==> config.mk <==
export PLATFORM = sky130hd
export DESIGN_NAME = spi_slave_sync_flat
export DESIGN_NICKNAME = d
export VERILOG_FILES = /design/src/rtl/spi_slave_sync_if.sv /design/src/rtl/spi_slave_sync.sv /design/src/flat_wrapper.sv
export SDC_FILE = /design/constraint.sdc
export NUM_CORES = 1
export LEC_CHECK = 0
export BUFFER_PORTS_ARGS = -buffer_cell sky130_fd_sc_hd__buf_2
export CAP_MARGIN = 20
export CORE_MARGIN = 4
export CORE_UTILIZATION = 45
export CTS_BUF_LIST = sky130_fd_sc_hd__clkbuf_16
export DETAILED_ROUTE_END_ITERATION = 6
export HOLD_SLACK_MARGIN = 0.08
export PLACE_DENSITY_LB_ADDON = 0.05
export SLEW_MARGIN = 20
export SYNTH_ARGS = -nofsm -noshare
export SYNTH_HDL_FRONTEND = slang
export SYNTH_SLANG_ARGS = --single-unit
==> constraint.sdc <==
create_clock -name clk -period 1.5 [get_ports clk]
set_clock_uncertainty 0.15 [all_clocks]
set_input_delay 0.15 -clock clk [delete_from_list [all_inputs] [get_ports clk]]
set_output_delay 0.15 -clock clk [all_outputs]
set_load 0.02 [all_outputs]
==> src/rtl/spi_slave_sync_if.sv <==
// spi_slave_sync_if: SPI pins plus the system-side word/status bus of the SPI slave
interface spi_slave_sync_if #(parameter int DATA_WIDTH = 16);
  logic sclk;
  logic ss;
  logic mosi;
  logic miso;
  logic [DATA_WIDTH-1:0] data_in;
  logic [DATA_WIDTH-1:0] data_out;
  logic rx_valid;
  logic frame_err;
  logic busy;
  modport slave (input sclk, ss, mosi, data_in, output miso, data_out, rx_valid, frame_err, busy);
  modport master (output sclk, ss, mosi, data_in, input miso, data_out, rx_valid, frame_err, busy);
endinterface

==> src/rtl/spi_slave_sync.sv <==
// spi_slave_sync: mode-0 SPI slave oversampled on clk, full-duplex word shift with frame error detection
module spi_slave_sync #(
  parameter int DATA_WIDTH = 16,
  parameter int SYNC_STAGES = 2
) (
  input logic clk,
  input logic rst,
  spi_slave_sync_if.slave bus
);
  localparam int CW = $clog2(DATA_WIDTH + 1);
  typedef enum logic [1:0] {IDLE, SHIFT, WAIT_END} state_t;
  state_t state, state_n;
  logic [SYNC_STAGES-1:0] sclk_q, ss_q, mosi_q, flush;
  logic sclk_s, ss_s, mosi_s, sclk_d, ss_d, armed, done;
  logic sclk_rise, sclk_fall, ss_rise, ss_fall, start, abort, last, to_idle;
  logic [DATA_WIDTH-1:0] tx_shift, rx_shift, data_out;
  logic [CW-1:0] bit_cnt;
  logic miso, rx_valid, frame_err, busy;
  assign sclk_s = sclk_q[SYNC_STAGES-1];
  assign ss_s = ss_q[SYNC_STAGES-1];
  assign mosi_s = mosi_q[SYNC_STAGES-1];
  assign sclk_rise = sclk_s & ~sclk_d;
  assign sclk_fall = ~sclk_s & sclk_d;
  assign ss_rise = ss_s & ~ss_d;
  assign ss_fall = ~ss_s & ss_d;
  // a low ss still flushing out of the synchronizer after reset must not look like a frame start
  always_ff @(posedge clk) begin
    if (rst) begin
      sclk_q <= '0;
      ss_q <= '1;
      mosi_q <= '0;
      sclk_d <= 1'b0;
      ss_d <= 1'b1;
      flush <= '0;
      armed <= 1'b0;
    end else begin
      sclk_q <= {sclk_q[SYNC_STAGES-2:0], bus.sclk};
      ss_q <= {ss_q[SYNC_STAGES-2:0], bus.ss};
      mosi_q <= {mosi_q[SYNC_STAGES-2:0], bus.mosi};
      sclk_d <= sclk_s;
      ss_d <= ss_s;
      flush <= {flush[SYNC_STAGES-2:0], 1'b1};
      armed <= armed | (flush[SYNC_STAGES-1] & ss_s);
    end
  end
  assign start = (state == IDLE) & ss_fall & armed;
  assign abort = (state == SHIFT) & ss_rise;
  assign last = (state == SHIFT) & ~ss_rise & sclk_rise & (bit_cnt == CW'(DATA_WIDTH - 1));
  assign to_idle = abort | ((state == WAIT_END) & ss_rise);
  always_ff @(posedge clk) state <= rst ? IDLE : state_n;
  always_comb begin
    state_n = state;
    state_n = start ? SHIFT : to_idle ? IDLE : last ? WAIT_END : state;
  end
  always_ff @(posedge clk) begin
    if (rst) begin
      tx_shift <= '0;
      rx_shift <= '0;
      data_out <= '0;
      bit_cnt <= '0;
      miso <= 1'b0;
      busy <= 1'b0;
      done <= 1'b0;
      rx_valid <= 1'b0;
      frame_err <= 1'b0;
    end else begin
      done <= last;
      rx_valid <= done;
      frame_err <= abort;
      if (done) data_out <= rx_shift;
      if (start) begin
        tx_shift <= bus.data_in;
        bit_cnt <= '0;
        miso <= bus.data_in[DATA_WIDTH-1];
        busy <= 1'b1;
      end else if (to_idle) begin
        miso <= 1'b0;
        busy <= 1'b0;
      end else if ((state == SHIFT) & sclk_rise) begin
        rx_shift <= {rx_shift[DATA_WIDTH-2:0], mosi_s};
        bit_cnt <= bit_cnt + 1'b1;
      end else if ((state == SHIFT) & sclk_fall & (bit_cnt < CW'(DATA_WIDTH))) begin
        tx_shift <= tx_shift << 1;
        miso <= tx_shift[DATA_WIDTH-2];
      end
    end
  end
  assign bus.miso = miso;
  assign bus.data_out = data_out;
  assign bus.rx_valid = rx_valid;
  assign bus.frame_err = frame_err;
  assign bus.busy = busy;
endmodule

==> src/flat_wrapper.sv <==
// flat-port wrapper written by rule: the top's interface ports become plain ports
module spi_slave_sync_flat 
#(
  parameter int DATA_WIDTH = 16,
  parameter int SYNC_STAGES = 2
)
  (clk, rst, bus_sclk, bus_ss, bus_mosi, bus_data_in, bus_miso, bus_data_out, bus_rx_valid, bus_frame_err, bus_busy);
  spi_slave_sync_if #(.DATA_WIDTH(DATA_WIDTH)) bus_i ();
  input logic clk;
  input logic rst;
  input wire logic [$bits(bus_i.sclk)-1:0] bus_sclk;
  input wire logic [$bits(bus_i.ss)-1:0] bus_ss;
  input wire logic [$bits(bus_i.mosi)-1:0] bus_mosi;
  input wire logic [$bits(bus_i.data_in)-1:0] bus_data_in;
  output wire logic [$bits(bus_i.miso)-1:0] bus_miso;
  output wire logic [$bits(bus_i.data_out)-1:0] bus_data_out;
  output wire logic [$bits(bus_i.rx_valid)-1:0] bus_rx_valid;
  output wire logic [$bits(bus_i.frame_err)-1:0] bus_frame_err;
  output wire logic [$bits(bus_i.busy)-1:0] bus_busy;
  assign bus_i.sclk = bus_sclk;
  assign bus_i.ss = bus_ss;
  assign bus_i.mosi = bus_mosi;
  assign bus_i.data_in = bus_data_in;
  assign bus_miso = bus_i.miso;
  assign bus_data_out = bus_i.data_out;
  assign bus_rx_valid = bus_i.rx_valid;
  assign bus_frame_err = bus_i.frame_err;
  assign bus_busy = bus_i.busy;
  spi_slave_sync #(.DATA_WIDTH(DATA_WIDTH), .SYNC_STAGES(SYNC_STAGES)) u_core (.clk(clk), .rst(rst), .bus(bus_i));
endmodule
# Yosys cells after proc, flatten, opt, wreduce, memory -nomap -nowiden
# Index checks and enable logic that the tools add are counted.
# W data, S select, Z words.
[word_totals]
wordCells = 76
ff_bits = 70
output_inout_bits = 20
[op_classes]
n_mux = 14
eq_ne = 6
bitwise = 24
order_cmp = 1
addsub = 1
reduce_logical = 11
[ops]
columns = ["cell", "n"]
rows = [
  ["$mux W15", 4],
  ["$and A1 B1 Y1", 15],
  ["$mux W1", 10],
  ["$not A1 Y1", 7],
  ["$reduce_and A3 Y1", 2],
  ["$reduce_bool A3 Y1", 2],
  ["$add A5 B1 Y5 const B", 1],
  ["$eq A5 B4 Y1 const B", 1],
  ["$lt A5 B5 Y1 const B", 1],
  ["$ne A2 B1 Y1 const B", 2],
  ["$reduce_and A2 Y1", 2],
  ["$reduce_bool A2 Y1", 2],
  ["$ne A3 B1 Y1 const B", 1],
  ["$reduce_or A3 Y1", 1],
  ["$eq A2 B1 Y1 const B", 1],
  ["$eq A2 B2 Y1 const B", 1],
  ["$logic_not A2 Y1", 1],
  ["$or A1 B1 Y1", 2],
  ["$reduce_or A2 Y1", 1],
]

# Depth between registers and ports, before layout
[depth]
word_depth = 9
mapped_depth = 7

# Worst setup path after synthesis
# No wires, ideal clock.
[synth_path]
kind = "register to register"
start = "register u_core.state[0]"
end = "register u_core.tx_shift[10]"
setup_slack_ps = -36
period_less_slack_ps = 1536
required_ps = 1218
arrival_ps = 1254
path_stages_with_launch = 8
setup_ps = 132
cell_sequence = "dfxtp_1 -> nor2b_2 -> buf_6 -> and4_1 -> buf_2 -> buf_4 -> a22oi_1 -> a21oi_1"
[synth_via]
elab_chain_len = 5
[synth_lines]
columns = ["element", "line_no", "text"]
rows = [
  ["start, declared", "spi_slave_sync.sv:12", "state_t state, state_n;"],
  ["start signal, assigned", "spi_slave_sync.sv:50", "always_ff @(posedge clk) state <= rst ? IDLE : state_n;"],
  ["$eq A2 B1 Y1, or another cell as far along", "spi_slave_sync.sv:47, spi_slave_sync.sv:79, spi_slave_sync.sv:82", ""],
  ["$and A1 B1 Y1, on equally long branches", "n/a", ""],
  ["$or A1 B1 Y1, or another cell as far along", "spi_slave_sync.sv:49", "assign to_idle = abort | ((state == WAIT_END) & ss_rise);"],
  ["$ne A2 B1 Y1 (no line) or $reduce_bool A2 Y1 (tied branches)", "n/a", ""],
  ["$reduce_and A3 Y1 (no line)", "n/a", ""],
  ["end signal, assigned", "spi_slave_sync.sv:72", "tx_shift <= bus.data_in;"],
  ["end signal, assigned", "spi_slave_sync.sv:83", "tx_shift <= tx_shift << 1;"],
  ["end, declared", "spi_slave_sync.sv:16", "logic [DATA_WIDTH-1:0] tx_shift, rx_shift, data_out;"],
]
# Parallel ways exist; a longest one is shown, timed or not.
# A chain may end at the register's enable or synchronous reset.

# Worst setup path after layout
[layout_path]
start = "register u_core.ss_q[1]"
end = "register u_core.tx_shift[2]"
[layout_via]
elab_chain_len = 6
[layout_lines]
columns = ["element", "line_no", "text"]
rows = [
  ["start, declared", "spi_slave_sync.sv:13", "logic [SYNC_STAGES-1:0] sclk_q, ss_q, mosi_q, flush;"],
  ["start signal, assigned", "spi_slave_sync.sv:38", "ss_q <= {ss_q[SYNC_STAGES-2:0], bus.ss};"],
  ["$not A1 Y1", "spi_slave_sync.sv:25", "assign ss_fall = ~ss_s & ss_d;"],
  ["$and A1 B1 Y1", "spi_slave_sync.sv:25", ""],
  ["$and A1 B1 Y1 (2 in series)", "spi_slave_sync.sv:46", "assign start = (state == IDLE) & ss_fall & armed;"],
  ["$ne A2 B1 Y1 (no line) or $reduce_bool A2 Y1 (tied branches)", "n/a", ""],
  ["$reduce_and A3 Y1 (no line)", "n/a", ""],
]
# Parallel ways exist; a longest one is shown, timed or not.

==> results summary <==
The total count of max-transition violations in the final report is 0. For this run, the leading register cell type out of synthesis is dfxtp_1. The routed wire length is around 5700 um.

The vias per cell is around 5. The data arrival time of the critical path came out at about 1.5 ns. STA classifies the critical path endpoint as a register.

The final cell count without fillers came out at between 400 and 500. The largest net degree at the start of global routing came out at 24. The share of the clock period used by the worst path came out at between 90 and 100%. The total number of clock tree sinks is 70. The floorplan die width came out at between 80 and 90 um.

The class of the worst hold path is register to register. Setup repair after global routing could not meet its margin everywhere. The maximum root-to-sink buffer count is 2. The run finished with clean final reports. The area growth from synthesis to final layout is 43.92%. The floorplan has 27 rows.

The number of primary I/O pins came out at 41. The post-placement cell area came out at about 3000 um2. The worst setup path is launched from a register. The portion of the post-synthesis area used by sequential elements is 54.00%.

The first-pass detailed-route iteration total is 4. The overflow left after global routing came out at 0. The half-perimeter wire length after placement came out at ~3400 um. Traced cell by cell, the critical path runs through and3b_2 -> and2_4 -> buf_12 -> a22oi_1 -> a21oi_1. The count of distinct cell types in the synthesized netlist is 38. The number of design-rule violations left by the first detailed-router iteration came out at 65. The achievable clock frequency came out at ~670 MHz. The cell type with the highest aggregate area in the netlist is dfxtp_1.

Summed over its instances, the top area cell type makes up between 50% and 60% of the synthesized netlist area. The global-route usage over all layers is ~16%. Prior to clock tree synthesis, the placed netlist has a worst setup slack of -0.07312 ns. The maximum VDD drop is around 0.83 mV.

The transition time at the pin with the least slew margin is around 0.49 ns. After synthesis the netlist holds a flip-flop and latch count of 70. After filler insertion, the fill cell instance count of the layout stands at between 400 and 500. In this run, CTS created clock tree buffers numbering 9. TritonCTS built the clock tree. The initial core utilization is between 40% and 50%. The delay of the slowest cell on the worst path is 0.36 ns. The via count of the first global-routing pass is approximately 2100.

The average wire per standard cell came out at around 13 um. The worst path meets setup with around 0.0096 ns of slack. The die outline area is 7046 um2. The buffer cell driving the clock tree root is clkbuf_16. The repair_antennas step left the layout with diodes totalling 0.

The H-tree depth reported by CTS is 3. The library cell contributing the largest single delay on the critical path is dfxtp_4. The number of cells in the design after placement is around 400. The number of instances in the synthesized netlist is roughly 280. Ranked by total cell area, the synthesized netlist is headed by dfxtp_1 (54%), a21oi_1 (6.8%), mux2i_1 (6.6%), nand2_1 (5.2%), a22oi_1 (3.8%). The static leakage is between 1 and 1.5 nW. The proportion of register bits with asynchronous set or reset after synthesis is 0%. The total number of yosys warnings came out at 0. The clock latency reported for the late side of the worst-skew pair came out at 0.32 ns. The port buffer count is 40. The relative slew slack is between 60% and 70%. The max capacitance violation total is 0. After clock tree synthesis, the clock-pin slew on the worst setup and hold paths is 0.05 ns. Setup violations remaining at the end of the flow were counted as 0. The combined area of all synthesized cells came out at between 2000 and 3000 um2.

The critical path class is register to register. The number of nets in the synthesized netlist is around 300. The post-synthesis area per instance came out at 9.301 um2. The number of enable-type register cells in the synthesized netlist came out at 0. The final routed DRC violation total came out at 0.

The initial antenna violation count is 0. The global placement routability congestion is 0.8001. After routing the design area is 3735 um2. The detailed router placed around 2200 vias in this run. Power spread over the standard cell area amounts to approximately 1100 nW/um2.

The die boundary height is approximately 84 um. The fraction of final layout cells with drive strength greater than 1 is ~33%. The final critical delay including setup and external delays is 1.490 ns. For the worst setup path, the data required time is about 1.6 ns. The worst register-to-register path has a setup slack of between 0.009 and 0.01 ns. The accumulated negative setup slack came out at 0 ns. The placeable core region is roughly 5500 um2. The first-pass GRT wire length is ~9300 um.

The design draws about 0.0042 W. The net count reported at finish came out at 383. The remaining antenna violation count came out at 0. In this run the worst path has a maximum fanout of 12. The number of hold violations in the final report is 0.
## registers in the layout (all words and copies together) (netlist names), 2 cells and up
register	flops
u_core.state	2
u_core.bit_cnt	5
u_core.mosi_q	2
u_core.bus.data_out	16
u_core.sclk_q	2
u_core.flush	2
u_core.rx_shift	16
u_core.tx_shift	15
u_core.ss_q	2
## routing by layer
metal	part of all wire, %	up-vias	GRT usage, %
li1	-	1132	-
met1	47	1026	20.31
met2	48	38	26.39
met3	3.8	8	3.159
met4	1.4	0	7.895
met5	0	-	0
## power by group
part	switching, W	internal [W]	total (W)
Clock	0.000721	0.00143	0.00215
Combinational	0.0000829	0.000104	0.000187
Sequential	0.0000115	0.00188	0.00189
## final cells by class
class	instances	area (um2)	share of cell area [%]
Multi-Input combinational cell	185	1189	31.83
Clock inverter	7	81.33	2.178
Inverter	2	7.507	0.2010
Tap cell	72	90.09	2.412
Sequential cell	70	1415	37.89
Timing Repair Buffer	92	726.9	19.46
Clock buffer	9	225.2	6.030
## cell families (layout without fill, tap and decap cells)
group | Yosys count | in the layout | synth area share [%]
mux | 17 | 17 | 6.557
fa+ha+maj | 2 | 2 | 0.9642
flops | 70 | 70 | 54.00
compound gates | 58 | 58 | 13.65
buf+inv | 24 | 110 | 4.387
simple gates | 105 | 105 | 19.43
xor+xnor | 3 | 3 | 1.013
## stage by stage
stage / util, % / hold WS, ns
floorplan: - / 0.1038
global placement: 55.31 / 0.1829
detailed placement: 55.31 / 0.1925
CTS: 64.63 / 0.2762
global route: 67.41 / 0.2927
finish: 67.41 / 0.2736
## final timing paths
check	start	depth (start not counted)	endpoint
worst max-delay path	u_core.ss_q[1]	5	u_core.tx_shift[2]
worst min-delay path	u_core.ss_q[0]	1	u_core.ss_q[1]
worst max register to register	u_core.ss_q[1]	5	u_core.tx_shift[2]
worst min register to register	u_core.ss_q[0]	1	u_core.ss_q[1]
## cells in the final DEF (no fill, tap or decap), types with 3 or more instances in the layout
| cell type | instances |
|---|---|
| mux2i_1 | 17 |
| nor3_1 | 3 |
| dfxtp_2 | 5 |
| a22oi_1 | 5 |
| clkbuf_16 | 10 |
| or2_2 | 3 |
| buf_12 | 4 |
| inv_1 | 4 |
| a21oi_1 | 35 |
| nand3_1 | 16 |
| dfxtp_1 | 63 |
| a22oi_2 | 8 |
| nor2_1 | 24 |
| nand2_1 | 35 |
| nand4_1 | 3 |
| dlygate4sd3_1 | 20 |
| buf_4 | 23 |
| nor2b_1 | 7 |
| buf_6 | 3 |
| buf_2 | 40 |
## synth_stat cells (all sizes together), types with 2 or more instances
library cell / instances
dfxtp: 70
nand2: 36
a21oi: 35
nor2: 24
mux2i: 17
nand3: 17
a22oi: 13
clkbuf: 12
buf: 10
nor2b: 8
nand4: 3
nor3: 3
o21ai: 3
or2: 3
a211oi: 2
and2: 2
and3: 2
ha: 2
inv: 2
xnor2: 2
## timing repair
item	4_1_cts	5_1_grt
gates cloned	0	1
hold endpoints to repair	20	0
hold buffers	20	0
gates resized for setup	5	30
setup endpoints to repair	20	30
pin swaps	1	11
buffers inserted	0	1
## worst max-delay path: cells and delay by family (launching register included)
kind            cells  cell delay [ns]
simple gates        2             0.41
flops               1             0.36
buf+inv             1             0.15
compound gates      2             0.31
Power figures use the tool's default switching activity.
